`src/rtl/bin_to_bcd_seq_pkg.sv`:
```
// Shared constants and state encoding for the sequential binary-to-BCD converter.
package bin_to_bcd_seq_pkg;

    localparam int BIN_W_DEF   = 13;
    localparam int DIGITS_DEF  = 4;
    localparam int DIGIT_W     = 4;
    localparam logic [DIGIT_W-1:0] ADD3_THRESH = 4'd5;

    typedef enum logic {
        ST_IDLE = 1'b0,
        ST_CONV = 1'b1
    } state_t;

endpackage

```
`src/rtl/bin_to_bcd_seq_bcd_digit_adj.sv`:
```
// Double-dabble digit cell: add 3 to a BCD digit of 5 or more before the shift.
module bcd_digit_adj
    import bin_to_bcd_seq_pkg::*;
(
    input  logic [DIGIT_W-1:0] i_Digit,
    output logic [DIGIT_W-1:0] o_Digit
);

    always_comb begin
        o_Digit = i_Digit;
        if (i_Digit >= ADD3_THRESH) begin
            o_Digit = i_Digit + 4'd3;
        end
    end

endmodule

```
`src/rtl/bin_to_bcd_seq.sv`:
```
// Sequential shift-add-3 converter, one binary bit per clock, start/busy/valid handshake.
// Optional leading-zero blank mask output enabled by defining BIN_TO_BCD_BLANK_EN.
//
// state   | meaning
// IDLE    | waiting for i_Start, o_BCD holds last result
// CONV    | shifting one binary bit per cycle into the BCD scratch
module bin_to_bcd_seq
    import bin_to_bcd_seq_pkg::*;
#(
    parameter int BIN_W  = BIN_W_DEF,
    parameter int DIGITS = DIGITS_DEF
) (
    input  logic                        i_CLK,
    input  logic                        i_RESET,
    input  logic [BIN_W-1:0]            i_Bin,
    input  logic                        i_Start,
    output logic                        o_Busy,
    output logic                        o_Valid,
    output logic [DIGIT_W*DIGITS-1:0]   o_BCD
`ifdef BIN_TO_BCD_BLANK_EN
   ,output logic [DIGITS-1:0]           o_Blank
`endif
);

    localparam int BCD_W = DIGIT_W * DIGITS;
    localparam int CNT_W = $clog2(BIN_W + 1);

    state_t             state_q, state_d;
    logic [BIN_W-1:0]   bin_q,   bin_d;
    logic [BCD_W-1:0]   scr_q,   scr_d;
    logic [CNT_W-1:0]   cnt_q,   cnt_d;
    logic [BCD_W-1:0]   bcd_q,   bcd_d;
    logic               valid_q, valid_d;
    logic               busy_q,  busy_d;

    logic [BCD_W-1:0]   scr_adj;
    logic [BCD_W-1:0]   scr_shift;

    for (genvar g = 0; g < DIGITS; g++) begin : gen_adj
        bcd_digit_adj u_adj (
            .i_Digit (scr_q[g*DIGIT_W +: DIGIT_W]),
            .o_Digit (scr_adj[g*DIGIT_W +: DIGIT_W])
        );
    end

    // The top digit's carry out is dropped: results wrap modulo 10^DIGITS.
    assign scr_shift = (scr_adj << 1) | {{(BCD_W-1){1'b0}}, bin_q[BIN_W-1]};

`ifdef BIN_TO_BCD_BLANK_EN
    logic [DIGITS-1:0]  blank_q, blank_d;
    logic [DIGITS-1:0]  blank_next;
    logic               upper_zero;

    always_comb begin
        blank_next = '0;
        upper_zero = 1'b1;
        for (int i = DIGITS - 1; i >= 1; i--) begin
            upper_zero    = upper_zero & (scr_shift[i*DIGIT_W +: DIGIT_W] == '0);
            blank_next[i] = upper_zero;
        end
    end
`endif

    always_comb begin
        state_d = state_q;
        bin_d   = bin_q;
        scr_d   = scr_q;
        cnt_d   = cnt_q;
        bcd_d   = bcd_q;
        valid_d = 1'b0;
        busy_d  = busy_q;
`ifdef BIN_TO_BCD_BLANK_EN
        blank_d = blank_q;
`endif
        case (state_q)
            ST_IDLE: begin
                if (i_Start) begin
                    bin_d   = i_Bin;
                    scr_d   = '0;
                    cnt_d   = CNT_W'(BIN_W);
                    busy_d  = 1'b1;
                    state_d = ST_CONV;
                end
            end
            ST_CONV: begin
                bin_d = bin_q << 1;
                scr_d = scr_shift;
                cnt_d = cnt_q - CNT_W'(1);
                if (cnt_q == CNT_W'(1)) begin
                    bcd_d   = scr_shift;
                    valid_d = 1'b1;
                    busy_d  = 1'b0;
                    state_d = ST_IDLE;
`ifdef BIN_TO_BCD_BLANK_EN
                    blank_d = blank_next;
`endif
                end
            end
            default: begin
                state_d = ST_IDLE;
                busy_d  = 1'b0;
            end
        endcase
    end

    always_ff @(posedge i_CLK or posedge i_RESET) begin
        if (i_RESET) begin
            state_q <= ST_IDLE;
            bin_q   <= '0;
            scr_q   <= '0;
            cnt_q   <= '0;
            bcd_q   <= '0;
            valid_q <= 1'b0;
            busy_q  <= 1'b0;
`ifdef BIN_TO_BCD_BLANK_EN
            blank_q <= '0;
`endif
        end else begin
            state_q <= state_d;
            bin_q   <= bin_d;
            scr_q   <= scr_d;
            cnt_q   <= cnt_d;
            bcd_q   <= bcd_d;
            valid_q <= valid_d;
            busy_q  <= busy_d;
`ifdef BIN_TO_BCD_BLANK_EN
            blank_q <= blank_d;
`endif
        end
    end

    assign o_Busy  = busy_q;
    assign o_Valid = valid_q;
    assign o_BCD   = bcd_q;
`ifdef BIN_TO_BCD_BLANK_EN
    assign o_Blank = blank_q;
`endif

endmodule
```
`config.mk`:
```
export PLATFORM = sky130hd
export DESIGN_NAME = bin_to_bcd_seq
export DESIGN_NICKNAME = d
export VERILOG_FILES = /design/src/rtl/bin_to_bcd_seq_pkg.sv /design/src/rtl/bin_to_bcd_seq_bcd_digit_adj.sv /design/src/rtl/bin_to_bcd_seq.sv
export SDC_FILE = /design/constraint.sdc
export NUM_CORES = 1
export LEC_CHECK = 0
export ABC_AREA = 1
export CORE_MARGIN = 1
export CORE_UTILIZATION = 40
export DETAILED_ROUTE_END_ITERATION = 6
export PLACE_DENSITY = 0.66
export SETUP_SLACK_MARGIN = 0.5
export SLEW_MARGIN = 20
export SYNTH_ARGS = -nofsm -noshare
export SYNTH_HDL_FRONTEND = slang
export SYNTH_HIERARCHICAL = 1
export SYNTH_SLANG_ARGS = --single-unit
```
`constraint.sdc`:
```
create_clock -name i_CLK -period 3.8 [get_ports i_CLK]
set_input_delay 0.76 -clock i_CLK [delete_from_list [all_inputs] [get_ports i_CLK]]
set_output_delay 0.76 -clock i_CLK [all_outputs]
set_load 0.02 [all_outputs]
```
* Yosys cells after proc, flatten, opt, wreduce, memory -nomap -nowiden
Cells that the tools add are included.
** Word-level totals
- Register bits :: 52
- Bits of input ports :: 16
- Word-level logic and storage cells :: 41
** Cells by class
- Add/subtract/negate cells :: 5
- $lt $le $gt $ge :: 4
- Eq/ne operators :: 3
- Multiplexer cells :: 18
- Bitwise gates (word level) :: 2
- Reduce and logical (&&, ||, !) cells :: 2
** Operator list (count)
- $pmux W16 S2 :: 1
- $pmux W13 S2 :: 1
- $ge A4 B3 Y1 const B :: 4
- $mux W16 :: 1
- $mux W4 :: 4
- $or A16 B1 Y16 :: 1
- $mux W13 :: 1
- $add A4 B2 Y4 const B :: 3
- $pmux W4 S2 :: 1
- $mux W1 :: 6
- $eq A4 B1 Y1 const B :: 1
- $pmux W1 S2 :: 2
- $reduce_and A2 Y1 :: 2
- $sub A4 B1 Y4 const B :: 1
- $add A3 B2 Y3 const B :: 1
- $mux W3 :: 1
- $ne A2 B1 Y1 const B :: 1
- $ne A2 B2 Y1 const B :: 1
- $not A1 Y1 :: 1

* Logic depth before layout (Yosys ltp)
Gate-level depths: netlist (run 1).
- Word-level depth :: 4
- Depth in mapped cells :: 9

* Hierarchy
The synthesis (run 1) kept the hierarchy.
** Modules (own cells, without submodules)
- bin_to_bcd_seq :: instances 1, cells an instance 248, area each 2167.1 µm², sequential area each 1301.2 µm²
- bcd_digit_adj :: instances 4, cells an instance 23, area each 135.1 µm², sequential area each 0.0 µm²

* Least setup slack after synthesis (run 1)
Ideal clock, no wire load.
- Path type :: input -> register
- From :: in i_Start
- To :: reg bin_q[10]
- Setup time :: 68 ps
- Arrival time :: 1155 ps
- Required time :: 3732 ps
- Setup slack :: 2576 ps
- Stages :: 5
- Buffers on the path :: 1
- Path through :: inv_2 nor2_2 buf_4 nand2_1 nand3_1
** On the way
- Longest elaborated chain between the ends :: 1
** RTL lines
- start: declaration :: line bin_to_bcd_seq.sv:16 : input logic i_Start,
- $ne A2 B2 Y1 (no line)
- end signal: assignment :: line bin_to_bcd_seq.sv:120 : bin_q <= bin_d;
- end: declaration :: line bin_to_bcd_seq.sv:29 : logic [BIN_W-1:0] bin_q, bin_d;
Every way passes these cells.
A chain may end at the register's enable or synchronous reset.

* Worst setup path in the final report (run 1)
- From :: reg busy_q (netlist: o_Busy)
- To :: out o_Busy
** RTL lines
- start: declaration :: line bin_to_bcd_seq.sv:34 : logic busy_q, busy_d;
- start signal: assignment :: line bin_to_bcd_seq.sv:125 : busy_q <= busy_d;
- end: declaration :: line bin_to_bcd_seq.sv:17 : output logic o_Busy,
No word-level cell between the ends.

==> results.sh, run 1 <==
export IMPL_outcome="finished, violations left"
export IMPL_violations="design-rule violations"
export IMPL_powerDensity_nw_per_um2=868
export IMPL_grt_pass1_wl_um=9390
export IMPL_totalWireLength_um=5260
export IMPL_cts_num_sinks=52
export IMPL_cts_tree="done"
export IMPL_worstSetupPathType="reg2out"
export IMPL_critPathRequiredTime_ns=3.04
export IMPL_fin_crit_sh=0.538
export IMPL_r2r_cells=6
export IMPL_crit_fanout=2
export IMPL_skew_ns=0.0112
export IMPL_min_delay_start="o_BCD[11]"
export IMPL_worstSkewPairLatency_ns=0.31
export IMPL_hp_class="reg2reg"
export IMPL_syn2layout_area_growth_pct=18.1
export IMPL_endpoint_kind="primary output"
export IMPL_slowest_stage="clkdlybuf4s50_1"
export IMPL_report_final_hold_viol_count=0
export IMPL_ir_drop_uv=295
export IMPL_min_to="o_BCD[11]"
export IMPL_setup_viol=0
export IMPL_layout_drive_gt1_share=0.107
export IMPL_start_util=0.417
export IMPL_viasPerCell=4.83
export IMPL_critPathLaunchType="flip-flop"
export IMPL_reg2reg_to="state_q"
export IMPL_dp_hpwl_um=3610
export IMPL_leakagePower_nw=1.63
export IMPL_cpPeakStageDelay_ns=0.61
export IMPL_seq_area_um2=1300
export IMPL_crit_family="buffers and inverters"
export IMPL_numCtsBuffers=5
export IMPL_final_antenna_net_count=0
export IMPL_fin_nets=391
export IMPL_drc=4
export IMPL_die_area_um2=7040
export IMPL_period_minus_slack_ns=2.05
export IMPL_drv_cap=0
export IMPL_core_area_um2=6420
export IMPL_vias=2134
export IMPL_htree_levels=2
export IMPL_grt_start_max_net_pins=53
export IMPL_hold_depth=2
export IMPL_gp_routability_congestion=0.842
export IMPL_tightest_slew_ns=0.896
export IMPL_synthesis_nets=361
export IMPL_routedWlPerCell_um=11.9
export IMPL_setup_ws_ns=1.75
export IMPL_rsz0062_at_grt="no"
export IMPL_ctsHoldBuffers=0
export IMPL_r2r_start="state_q"
export IMPL_cts_root_buf="clkbuf_8"
export IMPL_pin_count=34
export IMPL_ff2ff_setup_slack_ns=2.14
export IMPL_grt_antenna_before_repair=0
export IMPL_die_w_um=83.9
export IMPL_ctsLongestPathBuffers=2
export IMPL_first_iter_violations=89
export IMPL_fmax_mhz=489
export IMPL_io_buffers=33
export IMPL_yosys_warnings=6
export IMPL_path_cells="clkdlybuf4s50_1"
export IMPL_cts_setup_buffers=0
export IMPL_synth_cell_area_um2=2680
export IMPL_track_usage=0.167
export IMPL_n_fill_cell=639
export IMPL_syn_inst=335
export IMPL_row_count=29
export IMPL_clk_pin_slew_ns=0.10
export IMPL_cts_repair_resized=0
export IMPL_grt_pass1_vias=2062
export IMPL_maxSlewViolCount=0
export IMPL_dr_pass1_iters=6
export IMPL_p_total_mw=2.75
export IMPL_path_buf_inv=1
export IMPL_cp_arrival_ns=1.29
export IMPL_globalRouteOverflowTotal=0
export IMPL_die_y_um=83.9
export IMPL_relSlewSlack=0.403
export IMPL_dpl_worst_slack_ns=1.64
export IMPL_antenna_cells=0
export IMPL_multi_input_area_um2=1200
export IMPL_syn_area_per_cell_um2=8.00
export IMPL_setup_tns_ns=0
how the worst max path moves through the flow:
stage | startpoint | end | slack (ns) | cells after the start
finish | o_Busy | o_Busy | 1.75 | 1
global route | o_Busy | o_Busy | 1.69 | 1
CTS | o_Busy | o_Busy | 1.72 | 1
detailed placement | i_Start | bin_q[5] | 1.64 | 4
global placement | i_Start | cnt_q[0] | 1.68 | 3
floorplan | i_RESET | bin_q[0] | 1.78 | 1
sequential cells by signal, summed over array words and instances (netlist names):
name	count
state_q	1
o_Busy	1
cnt_q	4
scr_q	16
o_BCD	16
o_Valid	1
bin_q	13
metrics by stage:
step,area (um2),utilization,hold slack [ns],std cells
global placement,3040,0.473,0.454,435
detailed placement,3040,0.473,0.460,435
floorplan,2680,-,0.442,335
CTS,3170,0.493,0.481,442
finish,3170,0.493,0.478,442
global route,3170,0.493,0.516,442
layout make-up:
type	count	area share
sequential	52	0.411
clock buffer	5	0.0217
tap	77	0.0304
multi-input combinational	245	0.378
timing repair buffer	34	0.107
clock inverter	2	0.0190
inverter	27	0.0332
cells in the final DEF, fill, tap and decap left out, drive strengths merged:
cell type,instances
a21oi,3
ha,10
nand2,160
o21ai,13
dfrtp,52
inv,26
bufinv,2
clkbuf,5
buf,1
clkdlybuf4s50,33
clkinv,1
nand3,33
nor2,26
power breakdown:
| part | leakage (nW) | total [mW] | switching (mW) | internal [mW] |
|---|---|---|---|---|
| Sequential | 0.659 | 0.979 | 0.184 | 0.794 |
| Combinational | 0.906 | 1.33 | 0.811 | 0.518 |
| Clock | 0.0642 | 0.442 | 0.183 | 0.259 |
layer usage:
layer	GRT usage	part of all wire	vias to the layer above
met5	0	0	-
met4	0.0517	0.011	0
met3	0.0346	0.035	7
met2	0.284	0.48	33
met1	0.213	0.47	999
li1	-	-	1095
No activity file was read; power rests on OpenSTA's default activity.
==> inputs of run 2 (changes only) <==
- clock period: 3.8 -> 1.98 ns (I/O delays scaled with it)
==> results.sh, run 2 (synthesis results as in run 1) <==
export IMPL_hold_depth=2
export IMPL_cts_num_sinks=52
export IMPL_violations="design-rule violations"
export IMPL_die_w_um=83.9
export IMPL_setup_ws_ns=0.550
export IMPL_vias=2138
export IMPL_min_delay_start="o_BCD[9]"
export IMPL_fmax_mhz=700
export IMPL_min_to="o_BCD[9]"
export IMPL_dpl_worst_slack_ns=0.286
export IMPL_fin_crit_sh=0.722
export IMPL_seq_area_um2=1300
export IMPL_clk_pin_slew_ns=0.09
export IMPL_die_y_um=83.9
export IMPL_grt_antenna_before_repair=0
export IMPL_multi_input_area_um2=1210
export IMPL_numCtsBuffers=5
export IMPL_rsz0062_at_grt="no"
export IMPL_ff2ff_setup_slack_ns=0.58
export IMPL_pin_count=34
export IMPL_cpPeakStageDelay_ns=0.40
export IMPL_slowest_stage="dfrtp_1"
export IMPL_layout_drive_gt1_share=0.135
export IMPL_worstSetupPathType="reg2out"
export IMPL_post_route_util=0.496
export IMPL_critPathRequiredTime_ns=1.58
export IMPL_grt_pass1_wl_um=9430
export IMPL_leakagePower_nw=1.68
export IMPL_io_buffers=33
export IMPL_endpoint_kind="primary output"
export IMPL_first_iter_violations=142
export IMPL_routedWlPerCell_um=12.0
export IMPL_dp_hpwl_um=3650
export IMPL_cp_arrival_ns=1.03
export IMPL_place_area_um2=3100
export IMPL_maxSlewViolCount=0
export IMPL_skew_ns=0.0113
export IMPL_ctsLongestPathBuffers=2
export IMPL_dr_pass1_iters=6
export IMPL_ir_drop_uv=389
export IMPL_path_buf_inv=1
export IMPL_setup_viol=0
export IMPL_drc=8
export IMPL_gp_routability_congestion=0.860
export IMPL_final_cell_mix="154 x nand2_1, 51 x dfrtp_1, 33 x nand3_1, 19 x inv_1, 18 x dlygate4sd2_1"
export IMPL_stdcell_area_um2=3190
export IMPL_fin_cells=448
export IMPL_antenna_cells=0
export IMPL_final_common_cell="nand2_1"
export IMPL_cts_setup_buffers=0
export IMPL_row_count=29
export IMPL_grt_pass1_vias=2084
export IMPL_crit_family="flip-flops"
export IMPL_dp_cells=440
export IMPL_start_util=0.417
export IMPL_globalRouteOverflowTotal=0
export IMPL_r2r_start="scr_q[8]"
export IMPL_core_area_um2=6420
export IMPL_syn2layout_area_growth_pct=18.9
export IMPL_htree_levels=2
export IMPL_viasPerCell=4.77
export IMPL_track_usage=0.170
export IMPL_crit_fanout=2
export IMPL_critPathLaunchType="flip-flop"
export IMPL_path_cells="dlygate4sd2_1"
export IMPL_cts_tree="done"
export IMPL_outcome="finished, violations left"
export IMPL_powerDensity_nw_per_um2=1580
export IMPL_hp_class="reg2reg"
export IMPL_reg2reg_to="o_BCD[9]"
export IMPL_relSlewSlack=0.673
export IMPL_period_minus_slack_ns=1.43
export IMPL_tightest_slew_ns=0.490
export IMPL_cts_root_buf="clkbuf_8"
export IMPL_grt_start_max_net_pins=53
export IMPL_final_antenna_net_count=0
export IMPL_totalWireLength_um=5360
export IMPL_worstSkewPairLatency_ns=0.32
export IMPL_fin_nets=396
export IMPL_r2r_cells=8
export IMPL_n_fill_cell=645
export IMPL_setup_tns_ns=0
export IMPL_drv_cap=0
export IMPL_report_final_hold_viol_count=0
export IMPL_die_area_um2=7040
run 2: cell types whose count changed in the layout (fill, tap and decap cells not counted), moves of 2 or more:
| cell | previous run | this run |
|---|---|---|
| ha_2 | 0 | 3 |
| clkdlybuf4s50_1 | 33 | 15 |
| buf_4 | 1 | 4 |
| buf_12 | 0 | 2 |
| bufinv_16 | 2 | 0 |
| ha_1 | 10 | 7 |
| dlygate4sd2_1 | 0 | 18 |
| clkinvlp_4 | 0 | 2 |
run 2: through the flow:
step                hold WS, ns  power, mW
finish                    0.472       5.03
CTS                       0.479       5.05
global placement          0.455       4.43
detailed placement        0.460       4.52
global route              0.496       5.50
floorplan                 0.442       3.78
run 2: worst max path at each step:
| stage | cells past startpoint | endpoint | slack [ns] | from |
|---|---|---|---|---|
| after floorplan | 8 | o_BCD[10] | 0.76 | scr_q[8] |
| after global placement | 5 | bin_q[1] | 0.34 | i_Start |
| after detailed placement | 5 | bin_q[10] | 0.29 | i_Start |
| after CTS | 7 | state_q | 0.51 | cnt_q[1] |
| after global routing | 9 | o_BCD[9] | 0.50 | scr_q[9] |
| final | 1 | o_BCD[13] | 0.55 | o_BCD[13] |
run 2: layer usage:
layer | part of all wire | GRT usage
met5 | 0 | 0
met4 | 0.015 | 0.0611
met3 | 0.027 | 0.0376
met2 | 0.51 | 0.294
met1 | 0.45 | 0.208
run 2: area by class of cell:
class                   count  share of cell area
flip-flops and latches     52               0.409
multi-input cells         245               0.381
repair buffers             39               0.119
inverters                  27              0.0338
well taps                  77              0.0302
clock buffers               5              0.0216
clock inverters             3             0.00667
run 2: power by group:
part | total (mW) | internal [mW] | switching [mW]
clock | 0.625 | 0.252 | 0.373
combinational | 2.52 | 0.945 | 1.58
sequential | 1.88 | 1.53 | 0.359
total | 5.03 | 2.72 | 2.31
run 2: timing repair:
action | in CTS | in global routing
hold buffers | 0 | 0
gates resized for setup | 18 | 6
endpoints found under the setup margin | 18 | 14
pin swaps | 0 | 0
==> inputs of run 3 (changes only) <==
- PLACE_DENSITY: 0.66 -> 0.68
- clock period: 1.98 -> 1.3 ns (I/O delays scaled with it)
==> results.sh, run 3 (synthesis results as in run 1) <==
export IMPL_outcome="finished, violations left"
export IMPL_violations="design-rule violations, negative setup slack"
export IMPL_maxSlewViolCount=0
export IMPL_cpPeakStageDelay_ns=0.45
export IMPL_die_y_um=83.9
export IMPL_setup_viol=2
export IMPL_relSlewSlack=0.801
export IMPL_gp_routability_congestion=0.795
export IMPL_grt_pass1_wl_um=11700
export IMPL_viasPerCell=5.15
export IMPL_final_common_cell="nand2_1"
export IMPL_syn2layout_area_growth_pct=63.7
export IMPL_critPathLaunchType="flip-flop"
export IMPL_tightest_slew_ns=0.298
export IMPL_pin_count=34
export IMPL_die_area_um2=7040
export IMPL_globalRouteOverflowTotal=0
export IMPL_drc=3
export IMPL_setup_tns_ns=-0.0184
export IMPL_numCtsBuffers=5
export IMPL_routedWlPerCell_um=15.4
export IMPL_ctsLongestPathBuffers=2
export IMPL_slowest_stage="dfrtp_2"
export IMPL_path_cells="inv_2, ha_4, nor2_4, nor2_1, nor2_1, nand3_1, nand2_1"
export IMPL_fmax_mhz=763
export IMPL_ir_drop_uv=1260
export IMPL_track_usage=0.212
export IMPL_crit_start="scr_q[12]"
export IMPL_clk_pin_slew_ns=0.10
export IMPL_grt_pass1_vias=2525
export IMPL_place_area_um2=3290
export IMPL_cts_tree="done"
export IMPL_setup_ws_ns=-0.0112
export IMPL_io_buffers=33
export IMPL_skew_ns=0.0110
export IMPL_leakagePower_nw=2.30
export IMPL_crit_fanout=4
export IMPL_hp_class="in2async"
export IMPL_cpMostUsedCell="nor2_1"
export IMPL_seq_area_um2=1310
export IMPL_final_antenna_net_count=0
export IMPL_fin_crit_sh=1.01
export IMPL_cts_root_buf="clkbuf_8"
export IMPL_layout_drive_gt1_share=0.499
export IMPL_fin_nets=452
export IMPL_multi_input_area_um2=1720
export IMPL_report_final_hold_viol_count=0
export IMPL_endpoint_kind="flip-flop"
export IMPL_row_count=29
export IMPL_dp_hpwl_um=3770
export IMPL_core_area_um2=6420
export IMPL_final_cell_mix="111 x nand2_1, 47 x dfrtp_1, 33 x buf_4, 31 x buf_6, 26 x nand2_2"
export IMPL_stdcell_area_um2=4390
export IMPL_die_w_um=83.9
export IMPL_hold_ws_ns=0.351
export IMPL_worstSkewPairLatency_ns=0.31
export IMPL_vias=2597
export IMPL_grt_antenna_before_repair=0
export IMPL_cp_arrival_ns=1.57
export IMPL_htree_levels=2
export IMPL_first_iter_violations=166
export IMPL_rsz0062_at_grt="yes"
export IMPL_r2r_start="scr_q[12]"
export IMPL_period_minus_slack_ns=1.31
export IMPL_start_util=0.417
export IMPL_grt_start_max_net_pins=53
export IMPL_critPathRequiredTime_ns=1.56
export IMPL_drv_cap=0
export IMPL_ctsHoldBuffers=0
export IMPL_antenna_cells=0
export IMPL_powerDensity_nw_per_um2=2490
export IMPL_totalWireLength_um=7760
export IMPL_dr_pass1_iters=6
export IMPL_cts_num_sinks=52
export IMPL_worstSetupPathType="reg2reg"
export IMPL_n_fill_cell=472
[run 3: cell count changes in the layout (fill, tap and decap cells not counted), sizes merged, moves of 2 or more]
cell and delta:
buf +71, nand2 +2, inv -3, dlygate4sd2 -17
clkinv +2
[run 3: path summary, 6_finish.rpt]
check	end	slack (ns)	cells past startpoint
setup / recovery	o_BCD[15]	-0.01	7
hold / removal	o_BCD[9]	0.35	3
setup reg to reg	o_BCD[15]	-0.01	7
hold reg to reg	scr_q[15]	0.50	2
max in group asynchronous	scr_q[0]	0.69	3
min in group i_CLK	bin_q[0]	0.49	3
[run 3: metrics by stage]
stage / util / cells / setup slack [ns] / total power [mW]
3_3_place_gp: 0.512 / 450 / -0.0843 / 7.22
2_1_floorplan: - / 335 / 0.122 / 6.06
4_1_cts: 0.620 / 489 / 0.0409 / 9.75
3_5_place_dp: 0.512 / 450 / -0.104 / 7.37
5_1_grt: 0.683 / 504 / -0.0827 / 11.6
6_report: 0.683 / 504 / -0.0112 / 10.9
[run 3: where the power goes]
| group | switching (mW) | internal, mW | total (mW) |
|---|---|---|---|
| clock network | 0.548 | 0.573 | 1.12 |
| registers | 0.748 | 2.34 | 3.08 |
| logic | 3.56 | 3.18 | 6.74 |
| total | 4.86 | 6.08 | 10.9 |
[run 3: layer usage]
layer / GRT usage / vias up / share of wire / routed length, um
met4: 0.0909 / 0 / 0.025 / 193
met3: 0.0435 / 20 / 0.045 / 348
met2: 0.360 / 80 / 0.52 / 4070
met5: 0 / - / 0 / 0
li1: - / 1224 / - / -
met1: 0.262 / 1273 / 0.41 / 3140
[run 3: timing repair]
action	in CTS	in global routing
setup endpoints to repair	70	70
resized for setup	165	81
cloned	8	0
pin swaps	38	56
buffers inserted	23	15
[run 3: layout make-up]
cell class	instances	share of cell area
clock inverter	2	0.00798
tap	77	0.0219
clock buffer	6	0.0165
sequential	52	0.298
timing repair buffer	92	0.234
multi-input combinational	248	0.392
inverter	27	0.0302
[run 3: worst max-delay path, delay by kind of cell, from the launching register on]
kind	cells	cell delay (ns)
simple gates	5	0.53
flops	1	0.45
fa+ha+maj	1	0.19
buf+inv	1	0.09
